`src/rtl/mul32_seq.sv`:
```
// ============================================================================
// Module   : mul32_seq (with adder32)
// Brief    : Unsigned 32x32->64 shift-add multiplier on one adder32 instance.
//            Optional macro MUL32_ZERO_SKIP_EN makes zero operands finish at once.
// Revision : 1.0 - initial release
// ============================================================================
`default_nettype none

module adder32 (
    input  logic [31:0] A,
    input  logic [31:0] B,
    input  logic        C0,
    output logic [31:0] S,
    output logic        C32
);

    logic [31:0] w_g;
    logic [31:0] w_p;
    logic [31:0] w_carry;
    logic [7:0]  w_grp_g;
    logic [7:0]  w_grp_p;
    logic [8:0]  w_grp_c;

    assign w_g = A & B;
    assign w_p = A ^ B;

    // 4-bit lookahead blocks: group generate/propagate plus in-group carries
    for (genvar j = 0; j < 8; j++) begin : g_grp
        logic [3:0] w_gg;
        logic [3:0] w_pp;
        logic       w_ci;
        assign w_gg = w_g[4*j +: 4];
        assign w_pp = w_p[4*j +: 4];
        assign w_ci = w_grp_c[j];

        assign w_grp_g[j] = w_gg[3]
                          | (w_pp[3] & w_gg[2])
                          | (w_pp[3] & w_pp[2] & w_gg[1])
                          | (w_pp[3] & w_pp[2] & w_pp[1] & w_gg[0]);
        assign w_grp_p[j] = &w_pp;

        assign w_carry[4*j]     = w_ci;
        assign w_carry[4*j + 1] = w_gg[0] | (w_pp[0] & w_ci);
        assign w_carry[4*j + 2] = w_gg[1] | (w_pp[1] & w_gg[0])
                                | (w_pp[1] & w_pp[0] & w_ci);
        assign w_carry[4*j + 3] = w_gg[2] | (w_pp[2] & w_gg[1])
                                | (w_pp[2] & w_pp[1] & w_gg[0])
                                | (w_pp[2] & w_pp[1] & w_pp[0] & w_ci);
    end

    always_comb begin
        w_grp_c    = '0;
        w_grp_c[0] = C0;
        for (int j = 0; j < 8; j++) begin
            w_grp_c[j+1] = w_grp_g[j] | (w_grp_p[j] & w_grp_c[j]);
        end
    end

    assign S   = w_p ^ w_carry;
    assign C32 = w_grp_c[8];

endmodule

module mul32_seq (
    input  logic        clk,
    input  logic        rst,
    input  logic        start,
    input  logic [31:0] A,
    input  logic [31:0] B,
    output logic        busy,
    output logic        done,
    output logic [63:0] P
);

    typedef enum logic [1:0] {
        S_IDLE = 2'd0,
        S_BUSY = 2'd1,
        S_DONE = 2'd2
    } state_t;

    state_t      r_state;
    state_t      w_next;
    logic [31:0] r_m;
    logic [31:0] r_h;
    logic [31:0] r_q;
    logic [5:0]  r_cnt;
    logic [63:0] r_p;

    logic [31:0] w_addend;
    logic [31:0] w_sum;
    logic        w_c32;
    logic        w_accept;
    logic        w_last;
    logic        w_zero;

    assign w_addend = r_q[0] ? r_m : 32'd0;

    adder32 u_adder (
        .A   (r_h),
        .B   (w_addend),
        .C0  (1'b0),
        .S   (w_sum),
        .C32 (w_c32)
    );

    assign w_accept = start && ((r_state == S_IDLE) || (r_state == S_DONE));
    assign w_last   = (r_state == S_BUSY) && (r_cnt == 6'd31);

`ifdef MUL32_ZERO_SKIP_EN
    assign w_zero = (A == 32'd0) || (B == 32'd0);
`else
    assign w_zero = 1'b0;
`endif

    always_ff @(posedge clk) begin
        if (rst) begin
            r_state <= S_IDLE;
        end else begin
            r_state <= w_next;
        end
    end

    always_comb begin
        w_next = r_state;
        case (r_state)
            S_IDLE: begin
                if (start) w_next = w_zero ? S_DONE : S_BUSY;
            end
            S_BUSY: begin
                if (w_last) w_next = S_DONE;
            end
            S_DONE: begin
                if (start) w_next = w_zero ? S_DONE : S_BUSY;
                else       w_next = S_IDLE;
            end
            default: w_next = S_IDLE;
        endcase
    end

    // {H,Q} shifts right each iteration with the adder carry entering at the top
    always_ff @(posedge clk) begin
        if (rst) begin
            r_m   <= '0;
            r_h   <= '0;
            r_q   <= '0;
            r_cnt <= '0;
            r_p   <= '0;
        end else if (w_accept) begin
            r_m   <= A;
            r_q   <= B;
            r_h   <= '0;
            r_cnt <= '0;
            if (w_zero) r_p <= '0;
        end else if (r_state == S_BUSY) begin
            {r_h, r_q} <= {w_c32, w_sum, r_q[31:1]};
            r_cnt      <= r_cnt + 6'd1;
            if (w_last) r_p <= {w_c32, w_sum, r_q[31:1]};
        end
    end

    assign busy = (r_state == S_BUSY);
    assign done = (r_state == S_DONE);
    assign P    = r_p;

endmodule

`default_nettype wire

```
`config.mk`:
```
export PLATFORM = sky130hd
export DESIGN_NAME = mul32_seq
export DESIGN_NICKNAME = d
export VERILOG_FILES = /design/src/rtl/mul32_seq.sv
export SDC_FILE = /design/constraint.sdc
export NUM_CORES = 1
export LEC_CHECK = 0
export CORE_MARGIN = 10
export CORE_UTILIZATION = 57
export CTS_CLUSTER_DIAMETER = 100
export DETAILED_ROUTE_END_ITERATION = 12
export PLACE_DENSITY_LB_ADDON = 0.1
export SETUP_SLACK_MARGIN = 0.2
export SLEW_MARGIN = 20
export SYNTH_ARGS = -nofsm -noshare
export SYNTH_HDL_FRONTEND = slang
export SYNTH_SLANG_ARGS = --single-unit
```
`constraint.sdc`:
```
create_clock -name clk -period 5.13 [get_ports clk]
set_input_delay 1.026 -clock clk [delete_from_list [all_inputs] [get_ports clk]]
set_output_delay 1.026 -clock clk [all_outputs]
set_load 0.03 [all_outputs]
```
==> results of run 1 <==
[metal layers]
metal  GRT usage, %  part of all wire (%)
met5              0                     0
met4           7.54                   1.9
met3           4.71                   5.7
met2           35.4                    48
met1           28.0                    44
[cell families after synthesis]
| group | share of synthesized area [%] |
|---|---|
| AO/OA/AOI/OAI | 16.3 |
| XOR/XNOR | 2.19 |
| adder cells (fa/ha/maj) | 7.53 |
| buffers and inverters | 3.60 |
| flip-flops | 44.2 |
| multiplexers | 0.132 |
| AND/OR/NAND/NOR | 26.1 |
[power by group]
part	internal, mW	switching, mW
clock	0.916	0.523
sequential	1.35	0.0380
combinational	0.109	0.147
total	2.38	0.708
[cell usage in the layout (no fill, tap or decap), types with 9 or more instances in the layout]
| cell type | count |
|---|---|
| sky130_fd_sc_hd__a311oi_1 | 25 |
| sky130_fd_sc_hd__o22ai_1 | 9 |
| sky130_fd_sc_hd__nor2_1 | 67 |
| sky130_fd_sc_hd__xnor2_1 | 13 |
| sky130_fd_sc_hd__dfxtp_1 | 168 |
| sky130_fd_sc_hd__nand3_1 | 22 |
| sky130_fd_sc_hd__a211oi_1 | 17 |
| sky130_fd_sc_hd__clkbuf_16 | 17 |
| sky130_fd_sc_hd__buf_4 | 12 |
| sky130_fd_sc_hd__nand2_1 | 255 |
| sky130_fd_sc_hd__nand4_1 | 9 |
| sky130_fd_sc_hd__ha_1 | 33 |
| sky130_fd_sc_hd__a21oi_1 | 115 |
| sky130_fd_sc_hd__clkdlybuf4s50_1 | 131 |
| sky130_fd_sc_hd__nor3_1 | 12 |
| sky130_fd_sc_hd__or4_1 | 10 |
| sky130_fd_sc_hd__and2_1 | 34 |
[critical path, delay by kind of cell (launching register included)]
family / cells / cell delay [ns]
xor gates and xnor gates: 1 / 0.22
DFF: 1 / 0.84
AOI/OAI and AO/OA: 4 / 0.94
and+or+nand+nor: 4 / 0.76
adders and majority gates: 2 / 0.65
[Yosys cell counts (9+ instances only)]
master / count / share of area [%]
sky130_fd_sc_hd__dfxtp_1: 168 / 44
sky130_fd_sc_hd__a311oi_1: 25 / 2.9
sky130_fd_sc_hd__xnor2_1: 13 / 1.5
sky130_fd_sc_hd__and2_1: 34 / 2.8
sky130_fd_sc_hd__clkbuf_1: 63 / 3.1
sky130_fd_sc_hd__nor3_1: 12 / 0.79
sky130_fd_sc_hd__ha_1: 33 / 5.4
sky130_fd_sc_hd__nand4_1: 9 / 0.74
sky130_fd_sc_hd__nor2_1: 67 / 3.3
sky130_fd_sc_hd__o22ai_1: 9 / 0.74
sky130_fd_sc_hd__nand3_1: 23 / 1.5
sky130_fd_sc_hd__a211oi_1: 17 / 1.7
sky130_fd_sc_hd__a21oi_1: 115 / 7.6
sky130_fd_sc_hd__nand2_1: 255 / 13
sky130_fd_sc_hd__or4_1: 10 / 0.99
[flip-flops by register name (all words and copies together) (netlist names)]
register	count
r_q	32
P	64
r_h	32
r_m	32
r_cnt	6
r_state	2
[stage by stage]
stage / area, um2 / utilization (%)
final: 9670 / 73.6
after global routing: 9670 / 73.6
after CTS: 9670 / 73.6
after detailed placement: 9000 / 68.5
after global placement: 9000 / 68.5
after floorplan: 7610 / -
[cell type report]
| type | count | area [um2] | area share, % |
|---|---|---|---|
| well taps | 176 | 220 | 2.28 |
| inverters | 6 | 22.5 | 0.233 |
| flip-flops and latches | 168 | 3360 | 34.8 |
| clock inverters | 11 | 193 | 1.99 |
| clock buffers | 21 | 480 | 4.97 |
| repair buffers | 143 | 1400 | 14.5 |
| multi-input cells | 708 | 3990 | 41.3 |
[worst paths after layout]
path                            endpoint  slack, ns  startpoint  cells past startpoint
worst max-delay path               P[60]       1.54      r_q[0]                     11
worst min-delay path               P[30]       0.45       P[30]                      2
worst max register to register     P[60]       1.54      r_q[0]                     11
worst min register to register     P[30]       0.45       P[30]                      2
==> reports/qor.log, run 1 <==
[routing] total via count after detailed routing 6866
[routing] WL per Instance 16.1 um
[grt] total routing resource utilization after global routing 21.8%
[grt] number of global-route vias before repair 6698
[finish] filler cell count 1073
[power] Total Power Consumption 3.08 mW
[cts] number of hold buffers added after CTS 0
[setup_path] Cell Chain, Critical Path and2_1 -> ha_1 -> and3_1 -> and2_1 -> a221oi_1 -> o22ai_1 -> a21oi_2 -> nand2b_1 -> fa_1 -> xnor2_1 -> a211oi_1
[power] static leakage 3.66 nW
[timing] worst hold slack 0.452 ns
[timing] Final Max Slew Viols 0
[floorplanning] count of pins on the block boundary 133
[timing] maximum operating frequency 279 MHz
[placed_design] weighted congestion at the end of routability-driven global placement 0.886
[cts] CTS Buf Count 17
[floorplanning] Rows 42
[timing] minimum setup slack in the final design 1.54 ns
[cts] clock insertion delay at the later pin of the skew report 0.43 ns
[setup_path] Setup crit start kind register
[setup_path] max incr delay on CP 0.84 ns
[routing] final WL 19800 um
[placed_design] instance count after placement with tap cells included 1201
[logic_synthesis] fraction of registers with async set or reset after synthesis 0%
[setup_path] kind of critical path reg -> reg
[min_path] hold crit path type reg -> reg
[placed_design] port buffer count 132
[timing] Max transition margin 35.0%
[cts] cts repair resizes 0
[floorplanning] Std-Cell Core Area 13100 um2
[floorplanning] vertical die dimension 136 um
[finish] share of post-route cells with drive strength above 1 5.11%
[floorplanning] initial core utilization 57.9%
[timing] final clock period utilization by the worst path 69.9%
[timing] post-layout minimum cycle time 3.59 ns
[grt] largest net degree at the start of global routing 91
[setup_path] Max stage delay cell, worst path sky130_fd_sc_hd__dfxtp_1
[grt] GRT Residual Overflow 0
[setup_path] Critical Path AT 3.85 ns
[finish] Inserted Diodes 0
[logic_synthesis] Synth Warn # 0
[routing] Vias/cell 5.57
[setup_path] sort of element at the end of the critical path register
[floorplanning] area of the die 18400 um2
[finish] area overhead of the layout relative to synthesis 27.1%
[placed_design] detailed placer's ending HPWL 13000 um
[setup_path] most frequent cell on the critical path sky130_fd_sc_hd__and2_1
[grt] initial antenna violation count 0
[setup_path] data required time of the worst path 5.39 ns
[timing] final setup vio count 0
[timing] worst clock skew on the final layout 0.00771 ns
[timing] unrepaired setup endpoints after global routing no
[cts] clock tree from TritonCTS built
[routing] drt pass-1 iters 5
[run_status] outcome completed
[cts] clock tree buffer depth 2
[flow_run] Maximum Capacitance Violations 0
[logic_synthesis] post-synthesis cell count 949
[timing] Total Neg Setup Slack 0 ns
[logic_synthesis] count of distinct cell types in the synthesized netlist 48
[timing] Worst-Margin Slew 0.975 ns
[cts] number of sinks driven by the clock tree 168
[cts] Root Driver sky130_fd_sc_hd__clkbuf_16
[finish] Post-Layout Cell Count 1233
[routing] ANT nets after route 0
[finish] Layout Nets 1152
[timing] count of final hold-check violations 0
[logic_synthesis] part of the Yosys area used for sequential elements 44.2%
[cts] Post-CTS Setup Repair Bufs 0
[power] peak supply drop 0.183 mV
[logic_synthesis] synthesized flop and latch total 168
[cts] clock-pin slew of the registers on the worst-case setup and hold paths 0.06 ns
[placed_design] minimum setup slack after placement 1.55 ns
[cts] total number of H-tree levels 4
[setup_path] maximum fanout encountered on the critical timing path 25
[logic_synthesis] Post-Synthesis Cell Area 7610 um2
[routing] DRC violations left 0
[grt] wire length of the first global-routing pass 33100 um
[logic_synthesis] Post-synth EDFFs 0
[power] power per unit of standard cell area 319 nW/um2
[logic_synthesis] most instantiated flip-flop cell in the synthesis netlist sky130_fd_sc_hd__dfxtp_1
[logic_synthesis] synthesized net count 1057
[routing] Iteration-0 DRC Markers 452
[logic_synthesis] synthesized area divided by synthesized cell count 8.02 um2
[floorplanning] overall die width 136 um
Power figures use the tool's default switching activity.
==> run 2: changes to the inputs <==
CORE_UTILIZATION = 48   (was 57)
clock period = 2.9 ns   (was 5.13 ns; I/O delays follow)
==> run 2 against run 1 <==
  * Worst setup slack lost 1.5 ns
  * Flip-flop and latch count stayed put
  * Global-route usage down 2.4 points
  * Sequential share of layout area fell by 2.9 points
  * Final area is 9.2% higher
  * Critical endpoint is now P[62]
  * Critical path type unchanged
  * Maximum frequency increased by 26%
  * Largest power group is now sequential cells
  * Final cell count increased by 5.7%
  * Highest routed layer unchanged
==> reports/qor.log, run 2 (synthesized netlist as in run 1, its figures left out) <==
[finish] leading cell type in the layout, fill and taps excluded sky130_fd_sc_hd__nand2_1
[timing] Final Max Slew Viols 0
[floorplanning] vertical die dimension 146 um
[routing] final WL 21600 um
[setup_path] maximum fanout encountered on the critical timing path 8
[power] switching share of power 24.1%
[power] power per unit of standard cell area 505 nW/um2
[grt] GRT Residual Overflow 0
[placed_design] detailed placer's ending HPWL 13600 um
[timing] Worst-Margin Slew 0.776 ns
[setup_path] Reg2Reg Depth 12
[grt] largest net degree at the start of global routing 68
[routing] DRC violations left 0
[power] peak supply drop 0.433 mV
[floorplanning] Std-Cell Core Area 15400 um2
[grt] number of global-route vias before repair 6767
[finish] Inserted Diodes 0
[finish] flip-flop count of the largest register after layout 64
[routing] total via count after detailed routing 6960
[floorplanning] count of pins on the block boundary 133
[routing] WL per Instance 16.5 um
[finish] Post-Route Utilization 68.7%
[min_path] hold depth 2
[cts] CTS Buf Count 17
[timing] Max transition margin 48.3%
[routing] Iteration-0 DRC Markers 451
[timing] final setup vio count 0
[grt] wire length of the first global-routing pass 34700 um
[timing] minimum setup slack in the final design 0.0581 ns
[floorplanning] area of the die 21300 um2
[timing] maximum operating frequency 352 MHz
[setup_path] kind of critical path reg -> reg
[setup_path] setup slack on the worst flop-to-flop path 0.06 ns
[power] total internal power 4.05 mW
[cts] clock-pin slew of the registers on the worst-case setup and hold paths 0.06 ns
[setup_path] startpoint of the most critical register-to-register path r_q[0]
[timing] post-layout minimum cycle time 2.84 ns
[routing] ANT nets after route 0
[finish] Post-Layout Cell Count 1303
[cts] total number of H-tree levels 4
[floorplanning] initial core utilization 49.5%
[power] Total Power Consumption 5.34 mW
[power] clock share of power 44.0%
[setup_path] endpoint of the worst-slack reg-to-reg timing path P[62]
[setup_path] sort of element at the end of the critical path register
[setup_path] max incr delay on CP 0.42 ns
[power] static leakage 3.82 nW
[setup_path] data required time of the worst path 3.26 ns
[cts] Root Driver sky130_fd_sc_hd__clkbuf_16
[setup_path] Setup crit start kind register
[placed_design] port buffer count 132
[timing] unrepaired setup endpoints after global routing yes
[routing] Vias/cell 5.34
[setup_path] Cell Chain, Critical Path buf_16 -> and2_4 -> ha_4 -> buf_4 -> and4_4 -> and4_1 -> a32o_2 -> a21oi_2 -> buf_4 -> a211o_1 -> or4_1 -> nand3_1
[placed_design] instance count after placement with tap cells included 1250
[finish] share of post-route cells with drive strength above 1 16.7%
[power] Flop pwr share 46.0%
[min_path] launch point of the worst hold path r_m[29]
[min_path] Min-Delay Endpoint r_m[29]
[finish] Layout Nets 1187
[flow_run] Maximum Capacitance Violations 0
[grt] initial antenna violation count 0
[floorplanning] Rows 45
[setup_path] Critical Path AT 3.20 ns
[routing] drt pass-1 iters 5
[setup_path] first element of the critical path r_q[0]
[floorplanning] overall die width 146 um
[cts] clock tree from TritonCTS built
[timing] final clock period utilization by the worst path 98.0%
[timing] count of final hold-check violations 0
[run_status] outcome completed
[setup_path] Max stage delay cell, worst path sky130_fd_sc_hd__or4_1
[finish] area overhead of the layout relative to synthesis 38.8%
[power] Gate power share 10.0%
[placed_design] weighted congestion at the end of routability-driven global placement 0.838
[grt] total routing resource utilization after global routing 19.4%
[min_path] hold crit path type reg -> reg
[cts] clock tree buffer depth 2
[placed_design] minimum setup slack after placement 0.0164 ns
[cts] clock insertion delay at the later pin of the skew report 0.43 ns
[timing] worst clock skew on the final layout 0.0105 ns
[finish] commonest cells after routing, fill and taps aside sky130_fd_sc_hd__nand2_1 (250), sky130_fd_sc_hd__dfxtp_1 (167), sky130_fd_sc_hd__clkdlybuf4s50_1 (130)
[setup_path] most frequent cell on the critical path sky130_fd_sc_hd__buf_4
[cts] number of sinks driven by the clock tree 168
[power] switching power summed over all nets 1.28 mW
[run 2: cell types whose count changed in the layout (fill, tap and decap cells not counted), sizes merged]
cell	before	now
buf	12	48
bufinv	5	3
clkdlybuf4s50	131	130
clkinv	4	3
clkinvlp	2	4
inv	6	7
[run 2: worst max-delay path, delay by kind of cell (launching register included)]
| family | cells | cell delay [ns] |
|---|---|---|
| AND/OR/NAND/NOR | 5 | 1.15 |
| AO/OA/AOI/OAI | 3 | 0.56 |
| buffers and inverters | 3 | 0.42 |
| flip-flops | 1 | 0.38 |
| adder cells (fa/ha/maj) | 1 | 0.28 |
[run 2: power by group through the flow]
stage               Clock, mW  Sequential (mW)  Combinational [mW]
detailed placement          0             2.50               0.479
CTS                      2.38             2.45               0.517
floorplan                   0             2.48               0.295
global route             2.48             2.47               0.586
global placement            0             2.50               0.472
finish                   2.35             2.46               0.532
[run 2: repair_timing]
action,in CTS,in global routing
endpoints found under the setup margin,27,36
pin swaps,18,23
buffers inserted,14,6
gates resized for setup,52,48
cloned,1,0
hold buffers,0,0
[run 2: worst max path at each step]
stage,endpoint,cells after the start
after floorplan,r_h[28],12
after global placement,P[59],12
after detailed placement,P[59],12
after CTS,P[59],12
after global routing,P[60],12
final,P[62],12
[run 2: layout make-up]
class                           count  area (um2)
Clock inverter                     11         144
Timing Repair Buffer              178        1730
Sequential cell                   168        3370
Fill cell                        1194        4810
Multi-Input combinational cell    708        4570
Tap cell                          211         264
Inverter                            6        22.5
Clock buffer                       21         470
[run 2: metrics by stage]
stage | cell area (um2) | hold slack (ns) | TNS, ns
finish | 10600 | 0.449 | 0
global route | 10600 | 0.474 | -0.343
CTS | 10300 | 0.452 | 0
detailed placement | 9280 | 0.443 | 0
global placement | 9280 | 0.439 | 0
floorplan | 7730 | 0.432 | 0
[run 2: routing by layer]
layer  wire [um]  GRT usage (%)  up-vias
met5           0              0        -
met4         186           4.95        0
met3        1030           4.87       15
met2       10400           31.9      158
met1        9900           24.8     3267
li1            -              -     3520
